<file path="config.mk">
export PLATFORM = sky130hd
export DESIGN_NAME = mem_bus_ctrl_flat
export DESIGN_NICKNAME = d
export VERILOG_FILES = /design/src/rtl/mem_bus_ctrl_if.sv /design/src/rtl/mem_bus_ctrl.sv /design/src/flat_wrapper.sv
export SDC_FILE = /design/constraint.sdc
export NUM_CORES = 1
export LEC_CHECK = 0
export ABC_AREA = 1
export CAP_MARGIN = 20
export CELL_PAD_IN_SITES_DETAIL_PLACEMENT = 0
export CELL_PAD_IN_SITES_GLOBAL_PLACEMENT = 1
export CORE_MARGIN = 2
export CORE_UTILIZATION = 25
export CTS_CLUSTER_SIZE = 8
export DETAILED_ROUTE_END_ITERATION = 10
export PLACE_DENSITY_LB_ADDON = 0.1
export SYNTH_ARGS = -nofsm -noshare
export SYNTH_HDL_FRONTEND = slang
export SYNTH_SLANG_ARGS = --single-unit
</file>
<file path="constraint.sdc">
create_clock -name clk -period 1.3 [get_ports clk]
set_input_delay 0.13 -clock clk [delete_from_list [all_inputs] [get_ports clk]]
set_output_delay 0.13 -clock clk [all_outputs]
set_load 0.05 [all_outputs]
</file>
<file path="src/rtl/mem_bus_ctrl_if.sv">
`default_nettype none
// ============================================================================
// Module      : mem_bus_ctrl_if
// Description : CU-side request/response and external memory bus signals
//               for the memory access sequencer.
// Revision    : 1.0 - initial release
// ============================================================================
interface mem_bus_ctrl_if #(
    parameter int DATA_WIDTH = 32
);
    // CU request side
    logic                  mem_rd;
    logic                  mem_wr;
    logic [DATA_WIDTH-1:0] addr;
    logic [DATA_WIDTH-1:0] wr_data;
    logic [DATA_WIDTH-1:0] rd_data;
    logic                  ready;
    logic                  bus_err;

    // External memory bus side
    logic [DATA_WIDTH-1:0] ext_addr;
    logic [DATA_WIDTH-1:0] ext_wdata;
    logic                  ext_rd;
    logic                  ext_wr;
    logic [DATA_WIDTH-1:0] ext_rdata;
    logic                  ext_ack;

    // The sequencer itself
    modport slave (
        input  mem_rd, mem_wr, addr, wr_data, ext_rdata, ext_ack,
        output rd_data, ready, bus_err, ext_addr, ext_wdata, ext_rd, ext_wr
    );

    // The environment: CU plus memory bus agent
    modport master (
        output mem_rd, mem_wr, addr, wr_data, ext_rdata, ext_ack,
        input  rd_data, ready, bus_err, ext_addr, ext_wdata, ext_rd, ext_wr
    );
endinterface
`default_nettype wire

</file>
<file path="src/rtl/mem_bus_ctrl.sv">
`default_nettype none
// ============================================================================
// Module      : mem_bus_ctrl
// Description : Memory access sequencer. Turns a held CU read/write request
//               into one handshaked external bus transaction with wait
//               states and a timeout, returning a one-cycle ready pulse
//               (with bus_err on failure). All outputs are registered.
// Revision    : 1.0 - initial release
// ============================================================================
module mem_bus_ctrl #(
    parameter int TIMEOUT    = 16,
    parameter int DATA_WIDTH = 32
) (
    input  wire logic      clk,
    input  wire logic      rst,
    mem_bus_ctrl_if.slave  bus
);

    // S_REJECT is a dead cycle for an illegal (read+write) request so that
    // its ready pulse lands with the same two-cycle latency as a zero-wait
    // access; it never drives a strobe.
    typedef enum logic [2:0] {
        S_IDLE   = 3'd0,
        S_ACCESS = 3'd1,
        S_DONE   = 3'd2,
        S_ERROR  = 3'd3,
        S_REJECT = 3'd4
    } state_t;

    localparam logic [7:0] c_WAIT_LAST = 8'(TIMEOUT - 1);

    state_t                r_state;
    state_t                w_state_next;
    logic                  r_is_read;
    logic [7:0]            r_wait_cnt;
    logic [DATA_WIDTH-1:0] r_rd_data;
    logic [DATA_WIDTH-1:0] r_ext_addr;
    logic [DATA_WIDTH-1:0] r_ext_wdata;
    logic                  r_ready;
    logic                  r_bus_err;
    logic                  r_ext_rd;
    logic                  r_ext_wr;

    logic                  w_accept;
    logic                  w_ack_hit;
    logic                  w_next_is_read;

    assign bus.rd_data   = r_rd_data;
    assign bus.ready     = r_ready;
    assign bus.bus_err   = r_bus_err;
    assign bus.ext_addr  = r_ext_addr;
    assign bus.ext_wdata = r_ext_wdata;
    assign bus.ext_rd    = r_ext_rd;
    assign bus.ext_wr    = r_ext_wr;

    // Next-state selection and one-hot-ish event decode
    always_comb begin
        w_state_next   = r_state;
        w_accept       = 1'b0;
        w_ack_hit      = 1'b0;
        w_next_is_read = r_is_read;
        case (r_state)
            S_IDLE: begin
                if (bus.mem_rd ^ bus.mem_wr) begin
                    w_accept       = 1'b1;
                    w_next_is_read = bus.mem_rd;
                    w_state_next   = S_ACCESS;
                end else if (bus.mem_rd && bus.mem_wr) begin
                    w_state_next = S_REJECT;
                end
            end
            S_ACCESS: begin
                // Ack wins over timeout on the same edge
                if (bus.ext_ack) begin
                    w_ack_hit    = 1'b1;
                    w_state_next = S_DONE;
                end else if (r_wait_cnt == c_WAIT_LAST) begin
                    w_state_next = S_ERROR;
                end
            end
            S_REJECT: w_state_next = S_ERROR;
            S_DONE:   w_state_next = S_IDLE;
            S_ERROR:  w_state_next = S_IDLE;
            default:  w_state_next = S_IDLE;
        endcase
    end

    // State register
    always_ff @(posedge clk) begin
        if (rst) begin
            r_state <= S_IDLE;
        end else begin
            r_state <= w_state_next;
        end
    end

    // Registered datapath and outputs, derived from the upcoming state
    always_ff @(posedge clk) begin
        if (rst) begin
            r_is_read   <= 1'b0;
            r_wait_cnt  <= 8'd0;
            r_rd_data   <= '0;
            r_ext_addr  <= '0;
            r_ext_wdata <= '0;
            r_ready     <= 1'b0;
            r_bus_err   <= 1'b0;
            r_ext_rd    <= 1'b0;
            r_ext_wr    <= 1'b0;
        end else begin
            if (w_accept) begin
                r_ext_addr  <= bus.addr;
                r_ext_wdata <= bus.wr_data;
                r_is_read   <= bus.mem_rd;
            end
            if ((r_state == S_ACCESS) && (w_state_next == S_ACCESS)) begin
                r_wait_cnt <= r_wait_cnt + 8'd1;
            end else begin
                r_wait_cnt <= 8'd0;
            end
            if (w_ack_hit && r_is_read) begin
                r_rd_data <= bus.ext_rdata;
            end
            r_ext_rd  <= (w_state_next == S_ACCESS) &&  w_next_is_read;
            r_ext_wr  <= (w_state_next == S_ACCESS) && !w_next_is_read;
            r_ready   <= (w_state_next == S_DONE) || (w_state_next == S_ERROR);
            r_bus_err <= (w_state_next == S_ERROR);
        end
    end

endmodule
`default_nettype wire

</file>
<file path="src/flat_wrapper.sv">
// flat-port wrapper written by rule: the top's interface ports become plain ports
module mem_bus_ctrl_flat 
#(
    parameter int TIMEOUT    = 16,
    parameter int DATA_WIDTH = 32
)
  (clk, rst, bus_mem_rd, bus_mem_wr, bus_addr, bus_wr_data, bus_ext_rdata, bus_ext_ack, bus_rd_data, bus_ready, bus_bus_err, bus_ext_addr, bus_ext_wdata, bus_ext_rd, bus_ext_wr);
  mem_bus_ctrl_if #(.DATA_WIDTH(DATA_WIDTH)) bus_i ();
  input  wire logic clk;
  input  wire logic rst;
  input wire logic [$bits(bus_i.mem_rd)-1:0] bus_mem_rd;
  input wire logic [$bits(bus_i.mem_wr)-1:0] bus_mem_wr;
  input wire logic [$bits(bus_i.addr)-1:0] bus_addr;
  input wire logic [$bits(bus_i.wr_data)-1:0] bus_wr_data;
  input wire logic [$bits(bus_i.ext_rdata)-1:0] bus_ext_rdata;
  input wire logic [$bits(bus_i.ext_ack)-1:0] bus_ext_ack;
  output wire logic [$bits(bus_i.rd_data)-1:0] bus_rd_data;
  output wire logic [$bits(bus_i.ready)-1:0] bus_ready;
  output wire logic [$bits(bus_i.bus_err)-1:0] bus_bus_err;
  output wire logic [$bits(bus_i.ext_addr)-1:0] bus_ext_addr;
  output wire logic [$bits(bus_i.ext_wdata)-1:0] bus_ext_wdata;
  output wire logic [$bits(bus_i.ext_rd)-1:0] bus_ext_rd;
  output wire logic [$bits(bus_i.ext_wr)-1:0] bus_ext_wr;
  assign bus_i.mem_rd = bus_mem_rd;
  assign bus_i.mem_wr = bus_mem_wr;
  assign bus_i.addr = bus_addr;
  assign bus_i.wr_data = bus_wr_data;
  assign bus_i.ext_rdata = bus_ext_rdata;
  assign bus_i.ext_ack = bus_ext_ack;
  assign bus_rd_data = bus_i.rd_data;
  assign bus_ready = bus_i.ready;
  assign bus_bus_err = bus_i.bus_err;
  assign bus_ext_addr = bus_i.ext_addr;
  assign bus_ext_wdata = bus_i.ext_wdata;
  assign bus_ext_rd = bus_i.ext_rd;
  assign bus_ext_wr = bus_i.ext_wr;
  mem_bus_ctrl #(.TIMEOUT(TIMEOUT), .DATA_WIDTH(DATA_WIDTH)) u_core (.clk(clk), .rst(rst), .bus(bus_i));
endmodule
</file>
==> Word-level counts from Yosys, hierarchy flattened <==
Cells that the tools add are included.
{ "classes": {"add_sub_neg": 1, "eq_ne": 6, "mux": 11, "bitwise_logic": 2, "n_reduce_logical": 9} }
{ "ops": {"columns": ["op", "n"], "rows": [
  ["3-bit 2-to-1 mux", 4],
  ["3-bit case mux with 3 select lines", 1],
  ["8-bit by 1-bit adder with 8-bit output, second input constant", 1],
  ["8-bit by 4-bit == test with 1-bit output, second input constant", 1],
  ["3-bit by 1-bit == test with 1-bit output, second input constant", 2],
  ["3-bit by 2-bit == test with 1-bit output, second input constant", 2],
  ["1-bit 2-to-1 mux", 6],
  ["1-bit logical AND", 5],
  ["3-bit == test, second input constant", 1],
  ["3-bit logical NOT", 1],
  ["2-bit OR reduction", 1],
  ["1-bit logical NOT", 1],
  ["1-bit logical OR", 1],
  ["1-bit NOT", 1],
  ["1-bit bitwise XOR", 1]
]} }
{ "word_totals": {"reg_bits": 112, "input_bits": 101, "output_inout_bits": 100, "word_cells": 39} }

==> Longest topological paths before layout <==
{ "depth": {"ltp_word": 8, "depth_mapped": 9, "depth_no_buf": 8} }

==> Least setup slack after synthesis <==
No wires, ideal clock.
{ "synth_timing": {"path_type": "input -> register", "from": "in bus_mem_wr", "to": "reg u_core.r_ext_addr[10], in the netlist u_core.bus.ext_addr[10]", "setup_time_ns": 0.116, "t_arrival_ns": 1.122, "t_required_ns": 1.184, "path_slack_ns": 0.062, "cell_stages": 8, "path_buffers": 2, "cell_sequence": "ha_1 inv_1 nor2_1 nand2_2 buf_4 clkbuf_2 o21ai_0 nor2_1"} }
{ "synth_via": {"elab_chain_cells": 3} }
{ "synth_lines": {"columns": ["element", "line_no", "rtl"], "rows": [
  ["start: declaration", "flat_wrapper.sv:12", "input wire logic [$bits(bus_i.mem_wr)-1:0] bus_mem_wr;"],
  ["1-bit bitwise XOR", "mem_bus_ctrl.sv:64", "if (bus.mem_rd ^ bus.mem_wr) begin"],
  ["1-bit 2-to-1 mux", "mem_bus_ctrl.sv:64", null],
  ["1-bit 2-to-1 mux", "mem_bus_ctrl.sv:62", "case (r_state)"],
  ["end signal: assignment", "mem_bus_ctrl.sv:111", "r_ext_addr <= bus.addr;"],
  ["end: declaration", "mem_bus_ctrl.sv:37", "logic [DATA_WIDTH-1:0] r_ext_addr;"]
]} }
Every way passes these cells.
A chain may end at the register's enable or synchronous reset.

==> Worst setup path in the final report <==
{ "layout_timing": {"from": "reg u_core.r_state[2]", "to": "reg u_core.r_rd_data[0], in the netlist u_core.bus.rd_data[0]"} }
{ "layout_via": {"elab_chain_cells": 3} }
{ "layout_lines": {"columns": ["element", "line_no", "rtl"], "rows": [
  ["start: declaration", "mem_bus_ctrl.sv:32", "state_t r_state;"],
  ["start signal: assignment", "mem_bus_ctrl.sv:93", "r_state <= w_state_next;"],
  ["3-bit by 1-bit == test with 1-bit output", "mem_bus_ctrl.sv:62", null],
  ["1-bit 2-to-1 mux", "mem_bus_ctrl.sv:62", null],
  ["1-bit logical AND", "mem_bus_ctrl.sv:120", "if (w_ack_hit && r_is_read) begin"],
  ["end signal: assignment", "mem_bus_ctrl.sv:121", "r_rd_data <= bus.ext_rdata;"],
  ["end: declaration", "mem_bus_ctrl.sv:36", "logic [DATA_WIDTH-1:0] r_rd_data;"]
]} }
Every way passes these cells.

==> results by group <==
Logic synthesis
  – Biggest area consumer among synthesized cells: dfxtp_1
  – Average instance area after synthesis: 8.04 µm²
  – Number of distinct library cells after synthesis: 29
  – Mapped Nets: 606
  – Seq/Total Area, Yosys: 0.554
  – Mapped Cells: 503
  – #FFs+latches synth: 112
  – Ys Warns: 0
  – Synth top area cells: dfxtp_1 (55%), nor2_1 (13%), o21ai_0 (8.2%)
  – Synthesized area: 0.00404 mm²
  – Top cell type's share of synthesized area: 0.554

Layout
  – Final-layout fill cell count: 1,438
  – Commonest non-fill, non-tap cells in the layout: nor2_1 (134), dfxtp_1 (109), buf_12 (108), clkdlybuf4s50_1 (98), o21ai_0 (58)
  – Final std cells w/o fill: 939
  – Final layout net count: 821
  – Fraction of final layout cells with drive strength greater than 1: 0.264
  – Most common library cell in the layout ignoring fill and taps: nor2_1
  – Ant diodes: 0
  – Area growth from synthesis to layout: 101%

Setup path
  – Startpoint types: flop
  – Type of the worst setup path: flop to flop
  – Startpoint of the worst-slack reg-to-reg timing path: u_core.r_state[2]
  – Required time at the endpoint of the critical path: 1.58 ns
  – Biggest fanout along the worst timing path: 7
  – Critical Path AT: 1.61 ns
  – Setup slack, reg-to-reg: -0.03 ns
  – Worst reg-to-reg path cell count: 7
  – Crit Reg-Reg Endpoint: u_core.bus.rd_data[0]
  – Kind of end point of the critical path: flop

Worst hold path
  – Number of instances on the worst hold path: 4
  – Worst min-delay path startpoint: bus_mem_wr
  – Type of the tightest min-delay check: input port to flop
  – Worst Hold End: u_core.r_state[2]

Timing
  – Worst relative slew slack: 0.763
  – Unrepaired setup endpoints after global routing: true
  – Final hold vios: 0
  – Maximum clock frequency: 0.753 GHz
  – Clock period minus worst slack: 1.33 ns
  – Skew final: 0.00654 ns
  – Final setup vio count: 5
  – Final period utilization: 1.02
  – Final sum of negative setup slack: -0.0656 ns
  – Final worst slack: -0.0278 ns
  – Transition time at the pin with the least slew margin: 0.354 ns
  – Worst hold slack after final layout: 0.321 ns
  – Max-slew violation count: 0

Floorplanning
  – Count of pins on the block boundary: 201
  – Core Region: 0.0158 mm²
  – Area of the die: 0.0172 mm²
  – # rows: 46
  – Die boundary width: 131 µm
  – Y dimension of the die: 131 µm
  – Starting density of the core: 0.255

Clocking
  – Number of buffers created by CTS: 9
  – Clock-pin slew on the worst setup and hold paths: 0.07 ns
  – Deepest clock path buffer count: 2
  – TritonCTS clock tree: built
  – # H-tree levels: 3
  – TritonCTS sink count: 112
  – Hold-fix buffer count after cts: 0
  – Root buffer cell: clkbuf_16
  – Worst-Skew Late Latency: 0.35 ns

Routing
  – Detailed Route WL: 13,600 µm
  – Number of vias per cell: 4.34
  – Remaining DRCs: 0
  – Count of routing violations after the opening detailed-route iteration: 164
  – Post-route antenna net violation count: 0
  – Number of detailed-routing iterations run before antenna repair: 4
  – Detailed-route wire length per cell: 14.5 µm
  – Overall via count from detail_route: 4,078

GRT
  – Number of antenna violations at the first check in global routing: 0
  – Largest net degree at the start of global routing: 59
  – Gr ovfl total: 0
  – Global routing usage summed across all routing layers: 0.152
  – Via count of the first global-routing pass: 3,834
  – Wire length of the first global-routing pass: 20,900 µm

Run status
  – Failing checks: negative setup slack
  – Result of the run: finished, violations left

Pwr
  – Total power density per cell area: 1340 mW/mm²
  – Worst IR Drop VDD: 643 µV
  – Leakage power figure: 3.19 nW
  – Total chip power: 0.0109 W

Run
  – Max-capacitance violation count: 0

Place
  – Final GP Congestion: 0.728
  – I/O Buffers: 200
  – Placed cell count: 908
  – Sum of net half-perimeters after detailed placement: 9390 µm
  – Setup Slack @ Placement: -0.488 ns
how the worst max path moves through the flow:
| stage | startpoint | to | slack (ns) | depth (start not counted) |
|---|---|---|---|---|
| global route | u_core.r_state[2] | u_core.bus.rd_data[0] | -0.09 | 7 |
| global placement | bus_mem_rd | u_core.bus.ext_wdata[24] | -0.45 | 8 |
| detailed placement | bus_mem_rd | u_core.bus.ext_addr[21] | -0.49 | 8 |
| CTS | u_core.r_state[1] | u_core.bus.rd_data[2] | 0.003 | 7 |
| floorplan | bus_mem_wr | u_core.bus.ext_addr[10] | 0.06 | 8 |
| finish | u_core.r_state[2] | u_core.bus.rd_data[0] | -0.03 | 7 |
report_power, final:
part / switching, W / internal, W / total [W] / leakage (nW)
Sequential: 0.000342 / 0.00375 / 0.00409 / 0.920
Clock: 0.00126 / 0.00173 / 0.00299 / 0.158
Combinational: 0.00189 / 0.00190 / 0.00379 / 2.12
Yosys cell counts, drive strengths merged:
library cell and number:
a21oi 32, buf 15, clkbuf 15, dfxtp 112, ha 2, inv 46
nand2 19, nand3 7, nand3b 1, nand4 3, nor2 138, nor3 9
nor3b 1, o21ai 97, o21bai 1, or2 1, xnor2 2, xor2 2
what timing repair did:
action	CTS	global route
gates cloned	4	6
setup buffers	3	2
gates resized for setup	26	35
setup endpoints to repair	74	50
pin swaps	4	4
metrics by stage:
stage,instance area [µm²],utilization
global placement,7360,0.465
CTS,7900,0.499
floorplan,4040,-
global route,8140,0.514
finish,8140,0.514
detailed placement,7360,0.465
per-layer routing:
metal / share of wire / global-route usage
met5: 0 / 0
met1: 0.40 / 0.185
met4: 0.014 / 0.0447
met2: 0.49 / 0.242
met3: 0.088 / 0.0694
layout make-up:
class | count | area [µm²] | area share
timing repair buffer | 233 | 3510 | 0.431
sequential | 112 | 2250 | 0.276
multi-input combinational | 316 | 1610 | 0.198
tap | 216 | 270 | 0.0332
clock buffer | 10 | 239 | 0.0294
inverter | 46 | 183 | 0.0225
clock inverter | 6 | 82.6 | 0.0101
cell families (layout without fill, tap and decap cells):
kind of cell,count (synthesis),after routing,synth area share
AOI/OAI and AO/OA,130,130,0.162
and+or+nand+nor,179,180,0.182
DFF,112,112,0.554
adders and majority gates,2,2,0.00619
buffers and inverters,76,295,0.0863
xor gates and xnor gates,4,4,0.00866
critical path, stage by stage, from the launching register on:
cell and delay (ns):
dfxtp_2 0.34, nor2_4 0.16, nand2_2 0.10, inv_4 0.10, nand3_4 0.14, buf_12 0.19, buf_6 0.11, a21oi_1 0.12
registers in the layout, summed over array words and instances, names as in the netlist:
name	count
u_core.bus.ext_wr	1
u_core.bus.ext_rd	1
u_core.bus.ext_wdata	32
u_core.bus.rd_data	32
u_core.r_is_read	1
u_core.r_state	3
u_core.r_wait_cnt	8
u_core.bus.bus_err	1
u_core.bus.ext_addr	32
u_core.bus.ready	1
No activity file was read; power rests on OpenSTA's default activity.
